`config.mk`:
```
export PLATFORM = sky130hd
export DESIGN_NAME = bj_card_dealer
export DESIGN_NICKNAME = d
export VERILOG_FILES = /design/src/rtl/bj_pkg.sv /design/src/rtl/bj_lfsr16.sv /design/src/rtl/bj_card_dealer.sv
export SDC_FILE = /design/constraint.sdc
export NUM_CORES = 1
export LEC_CHECK = 0
export CORE_ASPECT_RATIO = 0.5
export CORE_UTILIZATION = 45
export CTS_CLUSTER_SIZE = 8
export DETAILED_ROUTE_END_ITERATION = 10
export PLACE_DENSITY_LB_ADDON = 0.2
export SYNTH_ARGS = -nofsm -noshare
export SYNTH_HDL_FRONTEND = slang
export SYNTH_SLANG_ARGS = --single-unit
```
`constraint.sdc`:
```
create_clock -name CLK -period 3.15 [get_ports CLK]
set_clock_uncertainty 0.2 [all_clocks]
set_input_delay 0.63 -clock CLK [delete_from_list [all_inputs] [get_ports CLK]]
set_output_delay 0.63 -clock CLK [all_outputs]
set_load 0.005 [all_outputs]
```
`src/rtl/bj_pkg.sv`:
```
// Shared constants for the blackjack card dealer: rank codes, FSM encoding,
// bust limit and the LFSR feedback rule.
package bj_pkg;

    localparam logic [3:0]  RANK_ACE      = 4'd1;
    localparam logic [3:0]  RANK_EMPTY    = 4'hF;
    localparam logic [3:0]  RANK_MAX      = 4'd12;
    localparam logic [3:0]  RANK_FOLD     = 4'd13;

    localparam logic [5:0]  BJ_BUST_LIMIT = 6'd21;

    // Feedback taps at bits 15, 13, 12 and 10
    localparam logic [15:0] LFSR_TAPS     = 16'hB400;

    typedef logic [1:0] state_t;

    localparam state_t ST_CLEAR = 2'd0;
    localparam state_t ST_IDLE  = 2'd1;
    localparam state_t ST_DRAW  = 2'd2;
    localparam state_t ST_LOAD  = 2'd3;

    function automatic logic [15:0] lfsr_next(input logic [15:0] q);
        return {q[14:0], ^(q & LFSR_TAPS)};
    endfunction

endpackage

```
`src/rtl/bj_lfsr16.sv`:
```
// Free-running 16-bit Fibonacci LFSR, loaded with SEED on reset and shifted
// every cycle.
module bj_lfsr16
    import bj_pkg::*;
#(
    parameter logic [15:0] SEED = 16'hACE1
) (
    input  logic        CLK,
    input  logic        RST_N,
    output logic [15:0] Q
);

    logic [15:0] lfsr_q;
    logic [15:0] lfsr_d;

    always_comb begin
        lfsr_d = lfsr_next(lfsr_q);
    end

    always_ff @(posedge CLK or negedge RST_N) begin
        if (!RST_N) begin
            lfsr_q <= SEED;
        end else begin
            lfsr_q <= lfsr_d;
        end
    end

    assign Q = lfsr_q;

endmodule

```
`src/rtl/bj_card_dealer.sv`:
```
// Card dealer: draws LFSR ranks into hand slots 0..3 via LD/POS/D, clears the
// hand on NEW_HAND and stops dealing once the hand total busts.
//
//  state | meaning
//  CLEAR | one-cycle clear strobe, card count reset
//  IDLE  | waiting for a deal edge
//  DRAW  | sampling the LFSR nibble, rejecting codes 13..15
//  LOAD  | one-cycle load strobe into slot CARDS
module bj_card_dealer
    import bj_pkg::*;
#(
    parameter logic [15:0] SEED       = 16'hACE1,
    parameter int          MAX_TRIES  = 8,
    parameter logic [5:0]  BUST_LIMIT = BJ_BUST_LIMIT
) (
    input  logic       CLK,
    input  logic       RST_N,
    input  logic       DEAL,
    input  logic       NEW_HAND,
    input  logic [5:0] CNT,
    output logic       LD,
    output logic [1:0] POS,
    output logic [3:0] D,
    output logic       CLR,
    output logic [2:0] CARDS,
    output logic       FULL,
    output logic       BUST,
    output logic       BUSY
);

    localparam logic [3:0] LAST_TRY = 4'(MAX_TRIES - 1);

    logic [15:0] lfsr_val;
    logic        lfsr_unused;
    logic [3:0]  draw_nib;

    state_t      state_q,   state_d;
    logic [3:0]  try_cnt_q, try_cnt_d;
    logic [3:0]  card_q,    card_d;
    logic [2:0]  cards_q,   cards_d;
    logic        deal_q,    deal_d;
    logic        deal_req;
    logic        full;
    logic        bust;

    bj_lfsr16 #(.SEED(SEED)) u_lfsr (
        .CLK   (CLK),
        .RST_N (RST_N),
        .Q     (lfsr_val)
    );

    assign draw_nib    = lfsr_val[3:0];
    assign lfsr_unused = ^lfsr_val[15:4];

    assign full = (cards_q == 3'd4);
    assign bust = (CNT > BUST_LIMIT) && (cards_q != 3'd0) && (state_q != ST_CLEAR);

    always_comb begin
        state_d   = state_q;
        try_cnt_d = try_cnt_q;
        card_d    = card_q;
        cards_d   = cards_q;
        deal_d    = DEAL;
        deal_req  = DEAL & ~deal_q;

        case (state_q)
            ST_CLEAR: begin
                cards_d = 3'd0;
                state_d = ST_IDLE;
            end
            ST_IDLE: begin
                if (deal_req && !full && !bust) begin
                    try_cnt_d = 4'd0;
                    state_d   = ST_DRAW;
                end
            end
            ST_DRAW: begin
                if (draw_nib <= RANK_MAX) begin
                    card_d  = draw_nib;
                    state_d = ST_LOAD;
                end else if (try_cnt_q == LAST_TRY) begin
                    // Fold 13..15 onto 0..2 so a draw always terminates
                    card_d  = draw_nib - RANK_FOLD;
                    state_d = ST_LOAD;
                end else begin
                    try_cnt_d = try_cnt_q + 4'd1;
                end
            end
            ST_LOAD: begin
                if (!full) begin
                    cards_d = cards_q + 3'd1;
                end
                state_d = ST_IDLE;
            end
            default: begin
                state_d = ST_CLEAR;
            end
        endcase

        if (NEW_HAND) begin
            state_d = ST_CLEAR;
        end
    end

    always_ff @(posedge CLK or negedge RST_N) begin
        if (!RST_N) begin
            state_q   <= ST_CLEAR;
            try_cnt_q <= 4'd0;
            card_q    <= 4'd0;
            cards_q   <= 3'd0;
            deal_q    <= 1'b0;
        end else begin
            state_q   <= state_d;
            try_cnt_q <= try_cnt_d;
            card_q    <= card_d;
            cards_q   <= cards_d;
            deal_q    <= deal_d;
        end
    end

    assign LD    = (state_q == ST_LOAD);
    assign CLR   = (state_q == ST_CLEAR);
    assign BUSY  = (state_q != ST_IDLE);
    assign POS   = cards_q[1:0];
    assign D     = card_q;
    assign CARDS = cards_q;
    assign FULL  = full;
    assign BUST  = bust;

endmodule

```
---- Yosys cells after proc, flatten, opt, wreduce, memory -nomap -nowiden ----
Index checks and enable logic that the tools add are counted.
word-level totals
  bits in registers ....................... 30
  input bits .............................. 10
  output and inout bits ................... 14
  word-level logic and storage cells ...... 56
cells by class
  add/subtract/negate cells ............... 3
  magnitude comparators ................... 2
  equality and inequality tests ........... 12
  mux-type cells .......................... 13
  bitwise gates (word level) .............. 2
  reductions and logical operators ........ 18
operator list
  kind                                                    count
  two-way mux 4 bit                                       5
  parity 16 bit                                           1
  two-way mux 2 bit                                       4
  inequality test 2 bit (second input constant)           4
  one-hot mux 4 bit (2 select lines)                      1
  nonzero test 2 bit                                      4
  > comparator 6 x 5 -> 1 bit (second input constant)     1
  one-hot mux 2 bit (3 select lines)                      1
  one-hot mux 3 bit (2 select lines)                      1
  AND reduction 2 bit                                     3
  adder 4 x 1 -> 4 bit (second input constant)            1
  equality test 2 bit (second input constant)             2
  equality test 4 x 3 -> 1 bit (second input constant)    1
  less-or-equal comparator 4 bit (second input constant)  1
  logical AND 1 bit                                       4
  inequality test 4 bit (second input constant)           1
  AND reduction 4 bit                                     1
  subtractor 4 bit (second input constant)                1
  adder 3 x 1 -> 3 bit (second input constant)            1
  equality test 3 bit (second input constant)             1
  two-way mux 3 bit                                       1
  inequality test 3 bit (second input constant)           1
  nonzero test 3 bit                                      1
  equality test 2 x 1 -> 1 bit (second input constant)    1
  other kinds (6)                                         7

---- Longest topological paths before layout ----
Gate-level depths: netlist of run 1.
  depth in word-level cells ............... 8
  depth in mapped cells ................... 7
  mapped depth without buffers ............ 6

---- By module ----
From an unflattened synthesis of run 1, not the netlist that was laid out.
second synthesis, totals
  cell total of the unflattened synthesis .. 153
  area total of the unflattened synthesis .. 1615.3 µm²
modules (own cells, without submodules)
  module          instances  cells each  area an instance (µm²)  sequential area each (µm²)
  bj_card_dealer  1          119         1066.0                  350.3
  bj_lfsr16       1          34          549.3                   410.4

---- Worst setup path after synthesis of run 1 ----
Ideal clock, no wire load.
  kind .................................... register -> register
  start point ............................. reg u_lfsr.lfsr_q[0] (netlist: u_lfsr.Q[0])
  end point ............................... reg try_cnt_q[3]
  setup time .............................. 0.065 ns
  arrival ................................. 1.861 ns
  required time ........................... 2.885 ns
  slack ................................... 1.024 ns
  cell stages (with the launch flop) ...... 7
  path buffers ............................ 0
  clock period less this slack ............ 2.126 ns
  cell sequence ........................... dfstp_2 > inv_1 > ha_1 > nand3b_1 > or4_1 > o31ai_2 > a211o_1
between the ends
  word-level cells in the longest chain between the ends .. 3
RTL lines
  item                                    RTL line               text
  start: declaration                      bj_lfsr16.sv:13        logic [15:0] lfsr_q;
  start signal: assignment                bj_lfsr16.sv:24        lfsr_q <= lfsr_d;
  less-or-equal comparator 4 bit          bj_card_dealer.sv:78   if (draw_nib <= RANK_MAX) begin
  inequality test 2 bit (no source line)  n/a
  AND reduction 4 bit (no source line)    n/a
  end signal: assignment                  bj_card_dealer.sv:114  try_cnt_q <= try_cnt_d;
  end: declaration                        bj_card_dealer.sv:38   logic [3:0] try_cnt_q, try_cnt_d;
No other way between the ends.
A chain may end at the register's enable or synchronous reset.

---- Worst setup path after layout of run 1 ----
  start point ............................. in CNT[1]
  end point ............................... out BUST
between the ends
  word-level cells in the longest chain between the ends .. 3
RTL lines
  item                            RTL line              text
  start: declaration              bj_card_dealer.sv:20  input logic [5:0] CNT,
  > comparator 6 x 5 -> 1 bit     bj_card_dealer.sv:56  assign bust = (CNT > BUST_LIMIT) && (cards_q != 3'd0) && (state_q != ST_CLEAR);
  logical AND 1 bit (2 in a row)  bj_card_dealer.sv:56
  end: declaration                bj_card_dealer.sv:27  output logic BUST,
No other way between the ends.

==> qor.txt, run 1 <==
status: finished, final reports clean
GPL Wtd Cong: 0.850
# IOs: 24
Final Cycle Share: 88.9%
Max Cap Violations: 0
main flop type after synthesis: dfrtp_1
Cells after Synth: 147
num rows: 14
Post-Synthesis Net Count: 167
vias: 1187
Period minus WS final: 2.80 ns
asr flop ratio synth: 100%
reg2reg end: try_cnt_q[3]
Avg Inst Size Synth: 10.4 µm²
adder-cell share of the synthesized area: 8.15%
Final HPWL DP: 2180 µm
die width: 84.6 µm
die height: 43.3 µm
fmax: 357 MHz
Worst Setup SP: CNT[1]
HP Class: reg2reg
Yosys reg bits: 30
vias per std cell: 5.55
Starting Density: 49.2%
nature of the critical path startpoint: input port
Post-Route WL: 3090 µm
Syn. warnings: 0
relative slew slack: 70.4%
max-slew violations: 0
CP endpoint: BUST
fin area: 0.00189 mm²
Critical Path Fanout Max: 2
reg2reg start: u_lfsr.Q[0]
Synth Area in XOR/XNOR: 2.28%
worst slew pin tran: 0.442 ns
initial antenna violation count: 0
Worst-path clk slew: 0.06 ns
Worst Path Arrival: 1.97 ns
r2r setup slk: 0.86 ns
Final Core Density: 60.5%
gr usage total: 19.9%
Sink Count: 30
number of enable flip-flop cells after synthesis: 0
PD cells: 591 mW/mm²
CP Class: in2out
fillcell total: 270
number of global-route vias before repair: 1139
VDD IR-drop max: 0.303 mV
# hold bufs at CTS: 0
largest net degree at the start of global routing: 31
register area: 761 µm²
area grow syn2layout: 22.8%
DRC: 0
Leakage: 0.818 nW
full die area: 0.00366 mm²
drt wl/cell: 14.5 µm
endpoint class of the critical path: output pin
Remaining Overflow, GRT: 0
clk root buf: clkbuf_8
Mapped Area: 0.00154 mm²
initial DRC count: 40
ANT nets after route: 0
Reg2Reg Depth: 6
setup bufs post-CTS: 0
area of the multi-input gates: 711 µm²
RSZ-0062 raised after global routing: false
TritonCTS buffer count: 5
port bufs: 22
H-Tree Depth: 2
compound-cell area share of the yosys netlist: 14.6%
post-CTS sizing: 0
Critical Path RT: 2.32 ns
Final #Nets: 193
Setup TNS Final: 0 ns
clock latency on the worst-skew pair: 0.28 ns
share of cells above drive strength 1: 12.1%
mux cell area share after synthesis: 2.77%
TritonCTS clock tree: done
first-pass GRT wire length: 5380 µm
sequential-to-total area share from yosys stat: 49.6%
final hold vios: 0
Diodes inserted: 0
total iterations of the first detailed-routing run: 6
Distinct cells, synth: 39
simple-gate share of the synthesized area: 18.5%
dpl cell area: 0.00179 mm²
CTS max path bufs: 2
most frequent cells in the layout: dfrtp_1, clkdlybuf4s50_1, nand2_1
main combinational cell family by area after synthesis: simple AND/OR/NAND/NOR gates
Final Setup Violations: 0
core area: 0.00312 mm²
layer usage:
layer	vias to the layer above	track usage (%)	share of wire [%]
met5	-	0	0
met4	0	8.47	1.0
met3	5	6.42	6.1
met2	50	29.9	43
met1	552	26.9	50
li1	580	-	-
power by group:
group / switching [mW] / leakage [nW] / total, mW / internal [mW]
Combinational: 0.189 / 0.385 / 0.355 / 0.166
Sequential: 0.0340 / 0.384 / 0.443 / 0.409
Clock: 0.139 / 0.0482 / 0.315 / 0.176
cell usage after synthesis (all sizes together) (3+ instances only):
master / n / area share [%]
clkbuf: 3 / 0.73
dfstp: 8 / 14
xnor2: 3 / 1.7
nand2b: 4 / 1.6
inv: 10 / 2.4
nor2: 8 / 2.0
nand3: 5 / 1.6
dfrtp: 22 / 36
o211ai: 5 / 2.4
and3b: 3 / 1.7
o21ai: 10 / 3.3
ha: 10 / 8.1
nand2: 11 / 2.7
nand4: 3 / 1.2
or4: 3 / 1.5
nand3b: 3 / 1.5
a21oi: 7 / 2.3
worst min path at each step:
stage                       startpoint      endpoint  slack (ns)  cells past startpoint
after floorplan                  RST_N      CARDS[0]        0.13                      0
after global placement     u_lfsr.Q[9]  u_lfsr.Q[10]        0.13                      0
after detailed placement   u_lfsr.Q[8]   u_lfsr.Q[9]        0.14                      0
after CTS                  u_lfsr.Q[8]   u_lfsr.Q[9]        0.15                      0
after global routing      u_lfsr.Q[14]  u_lfsr.Q[15]        0.16                      0
final                      u_lfsr.Q[8]   u_lfsr.Q[9]        0.15                      0
cell families (layout without fill, tap and decap cells):
family / after synthesis / after routing
simple gates: 50 / 50
compound gates: 34 / 34
flops: 30 / 30
buf+inv: 15 / 42
fa+ha+maj: 10 / 10
xor+xnor: 4 / 4
mux: 4 / 4
stage by stage:
| step | std cells | total power [mW] | setup slack [ns] | hold WS (ns) |
|---|---|---|---|---|
| 2_1_floorplan | 147 | 0.660 | 1.02 | 0.131 |
| 3_3_place_gp | 206 | 0.794 | 0.362 | 0.135 |
| 3_5_place_dp | 206 | 0.803 | 0.367 | 0.139 |
| 4_1_cts | 214 | 1.12 | 0.345 | 0.153 |
| 5_1_grt | 214 | 1.19 | 0.224 | 0.159 |
| 6_report | 214 | 1.11 | 0.348 | 0.152 |
sequential cells by signal, indices dropped and copies added (netlist names):
| name | cells |
|---|---|
| u_lfsr.Q | 16 |
| deal_q | 1 |
| D | 4 |
| state_q | 2 |
| CARDS | 3 |
| try_cnt_q | 4 |
area by class of cell:
class	instances	area share [%]
Clock inverter	1	0.265
Multi-Input combinational cell	102	37.7
Sequential cell	30	40.3
Clock buffer	7	4.58
Tap cell	40	2.65
Inverter	10	1.99
Timing Repair Buffer	24	12.5
worst max-delay path, stage by stage:
cell	delay, ns
clkdlybuf4s50_1	0.48
a21o_1	0.11
a21oi_1	0.06
nor3_1	0.17
clkdlybuf4s50_1	0.53
Power figures use the tool's default switching activity.
==> inputs of run 2 (changes only) <==
--- a/config.mk
+++ b/config.mk
@@ -7,6 +7,7 @@
 export LEC_CHECK = 0
 export CORE_ASPECT_RATIO = 0.5
 export CORE_UTILIZATION = 45
+export CTS_BUF_LIST = sky130_fd_sc_hd__clkbuf_4 sky130_fd_sc_hd__clkbuf_8 sky130_fd_sc_hd__clkbuf_16
 export CTS_CLUSTER_SIZE = 8
 export DETAILED_ROUTE_END_ITERATION = 10
 export PLACE_DENSITY_LB_ADDON = 0.2
==> qor.txt, run 2 (synthesis results as in run 1) <==
relative slew slack: 70.3% (was 70.4%)
Post-Route WL: 3110 µm (was 3090 µm)
final hold vios: 0 (unchanged)
Final Setup Violations: 0 (unchanged)
CTS max path bufs: 2 (unchanged)
post-CTS sizing: 0 (unchanged)
ANT nets after route: 0 (unchanged)
Leakage: 0.821 nW (was 0.818 nW)
hold endpoint: u_lfsr.Q[9] (unchanged)
vias per std cell: 5.55 (about the same)
Hold Startpoint: u_lfsr.Q[8] (unchanged)
Setup TNS Final: 0 ns (unchanged)
TritonCTS clock tree: done (unchanged)
Max Cap Violations: 0 (unchanged)
WP buf/inv: 2 (unchanged)
gr usage total: 20.0% (was 19.9%)
worst slew pin tran: 0.443 ns (was 0.442 ns)
nature of the critical path startpoint: input port (unchanged)
DRC: 0 (unchanged)
number of global-route vias before repair: 1141 (was 1139)
vias: 1188 (was 1187)
Starting Density: 49.2% (unchanged)
Hold Crit Depth: 0 (unchanged)
Worst Path Arrival: 1.97 ns (about the same)
Worst-path clk slew: 0.06 ns (about the same)
Period minus WS final: 2.80 ns (about the same)
Final HPWL DP: 2180 µm (unchanged)
CP Class: in2out (unchanged)
area grow syn2layout: 23.1% (was 22.8%)
full die area: 0.00366 mm² (unchanged)
Reg2Reg Depth: 6 (unchanged)
total iterations of the first detailed-routing run: 6 (unchanged)
Final Core Density: 60.6% (was 60.5%)
GPL Wtd Cong: 0.850 (unchanged)
core area: 0.00312 mm² (unchanged)
endpoint class of the critical path: output pin (unchanged)
most frequent cells in the layout: dfrtp_1, clkdlybuf4s50_1, nand2_1 (unchanged)
max-slew violations: 0 (unchanged)
crit-path most repeated cell: clkdlybuf4s50_1 (unchanged)
H-Tree Depth: 2 (unchanged)
TritonCTS buffer count: 5 (unchanged)
first-pass GRT wire length: 5400 µm (was 5380 µm)
die width: 84.6 µm (unchanged)
status: finished, final reports clean (unchanged)
CP top delay family: buffers and inverters (unchanged)
CP peak stage delay: 0.53 ns (about the same)
max reg flops: 16 (unchanged)
initial antenna violation count: 0 (unchanged)
initial DRC count: 46 (was 40)
PD cells: 596 mW/mm² (was 591 mW/mm²)
Final Cycle Share: 88.9% (about the same)
fmax: 357 MHz (about the same)
largest net degree at the start of global routing: 31 (unchanged)
Sink Count: 30 (unchanged)
RSZ-0062 raised after global routing: false (unchanged)
Diodes inserted: 0 (unchanged)
Critical Path Fanout Max: 2 (unchanged)
drt wl/cell: 14.5 µm (about the same)
die height: 43.3 µm (unchanged)
clock latency on the worst-skew pair: 0.28 ns (about the same)
reg2reg end: try_cnt_q[3] (unchanged)
clk root buf: clkbuf_8 (unchanged)
Remaining Overflow, GRT: 0 (unchanged)
num rows: 14 (unchanged)
r2r setup slk: 0.86 ns (about the same)
# hold bufs at CTS: 0 (unchanged)
port bufs: 22 (unchanged)
# IOs: 24 (unchanged)
Final #Nets: 193 (unchanged)
reg2reg start: u_lfsr.Q[0] (unchanged)
Critical Path, Cell by Cell: clkdlybuf4s50_1 > a21o_1 > a21oi_1 > nor3_1 > clkdlybuf4s50_1 (unchanged)
Worst path slowest cell: clkdlybuf4s50_1 (unchanged)
HP Class: reg2reg (unchanged)
VDD IR-drop max: 0.304 mV (was 0.303 mV)
setup bufs post-CTS: 0 (unchanged)
Critical Path RT: 2.32 ns (about the same)
share of cells above drive strength 1: 12.6% (was 12.1%)
==> run 2: changes by cell type in the layout (fill, tap and decap cells not counted) <==
cell and delta:
clkbuf_1 -1, clkbuf_4 +1
==> run 2: per-layer routing <==
| metal | vias up | global-route usage (%) | wire length, µm |
|---|---|---|---|
| li1 | 580 | - | - |
| met1 | 553 | 27.1 | 1540 |
| met2 | 50 | 30.1 | 1330 |
| met3 | 5 | 6.42 | 203 |
| met4 | 0 | 8.47 | 31 |
| met5 | - | 0 | 0 |
==> run 2: how the worst max path moves through the flow <==
stage	endpoint	startpoint	depth (start not counted)
5_1_grt	BUST	CNT[1]	5
3_5_place_dp	BUST	CNT[2]	5
3_3_place_gp	BUST	CNT[1]	5
4_1_cts	BUST	CNT[1]	5
2_1_floorplan	try_cnt_q[3]	u_lfsr.Q[0]	6
6_report	BUST	CNT[1]	5
==> run 2: area by class of cell <==
type	instances	area (µm²)
inverters	10	37.5
clock inverters	1	5.00
well taps	40	50.0
flip-flops and latches	30	761
fillers	269	1230
repair buffers	24	235
multi-input cells	102	711
clock buffers	7	90.1
==> run 2: per-stage QoR <==
stage	worst slack [ns]	power, mW	instances	instance area [µm²]	hold slack, ns
floorplan	1.02	0.660	147	1540	0.131
global placement	0.362	0.794	206	1790	0.135
detailed placement	0.367	0.803	206	1790	0.139
CTS	0.345	1.13	214	1890	0.153
global route	0.224	1.20	214	1890	0.160
finish	0.348	1.13	214	1890	0.152
==> run 2: power breakdown <==
group / internal (mW) / switching (mW) / total (mW) / leakage, nW
Sequential: 0.409 / 0.0341 / 0.443 / 0.384
Clock: 0.185 / 0.142 / 0.327 / 0.0517
Combinational: 0.166 / 0.190 / 0.356 / 0.385
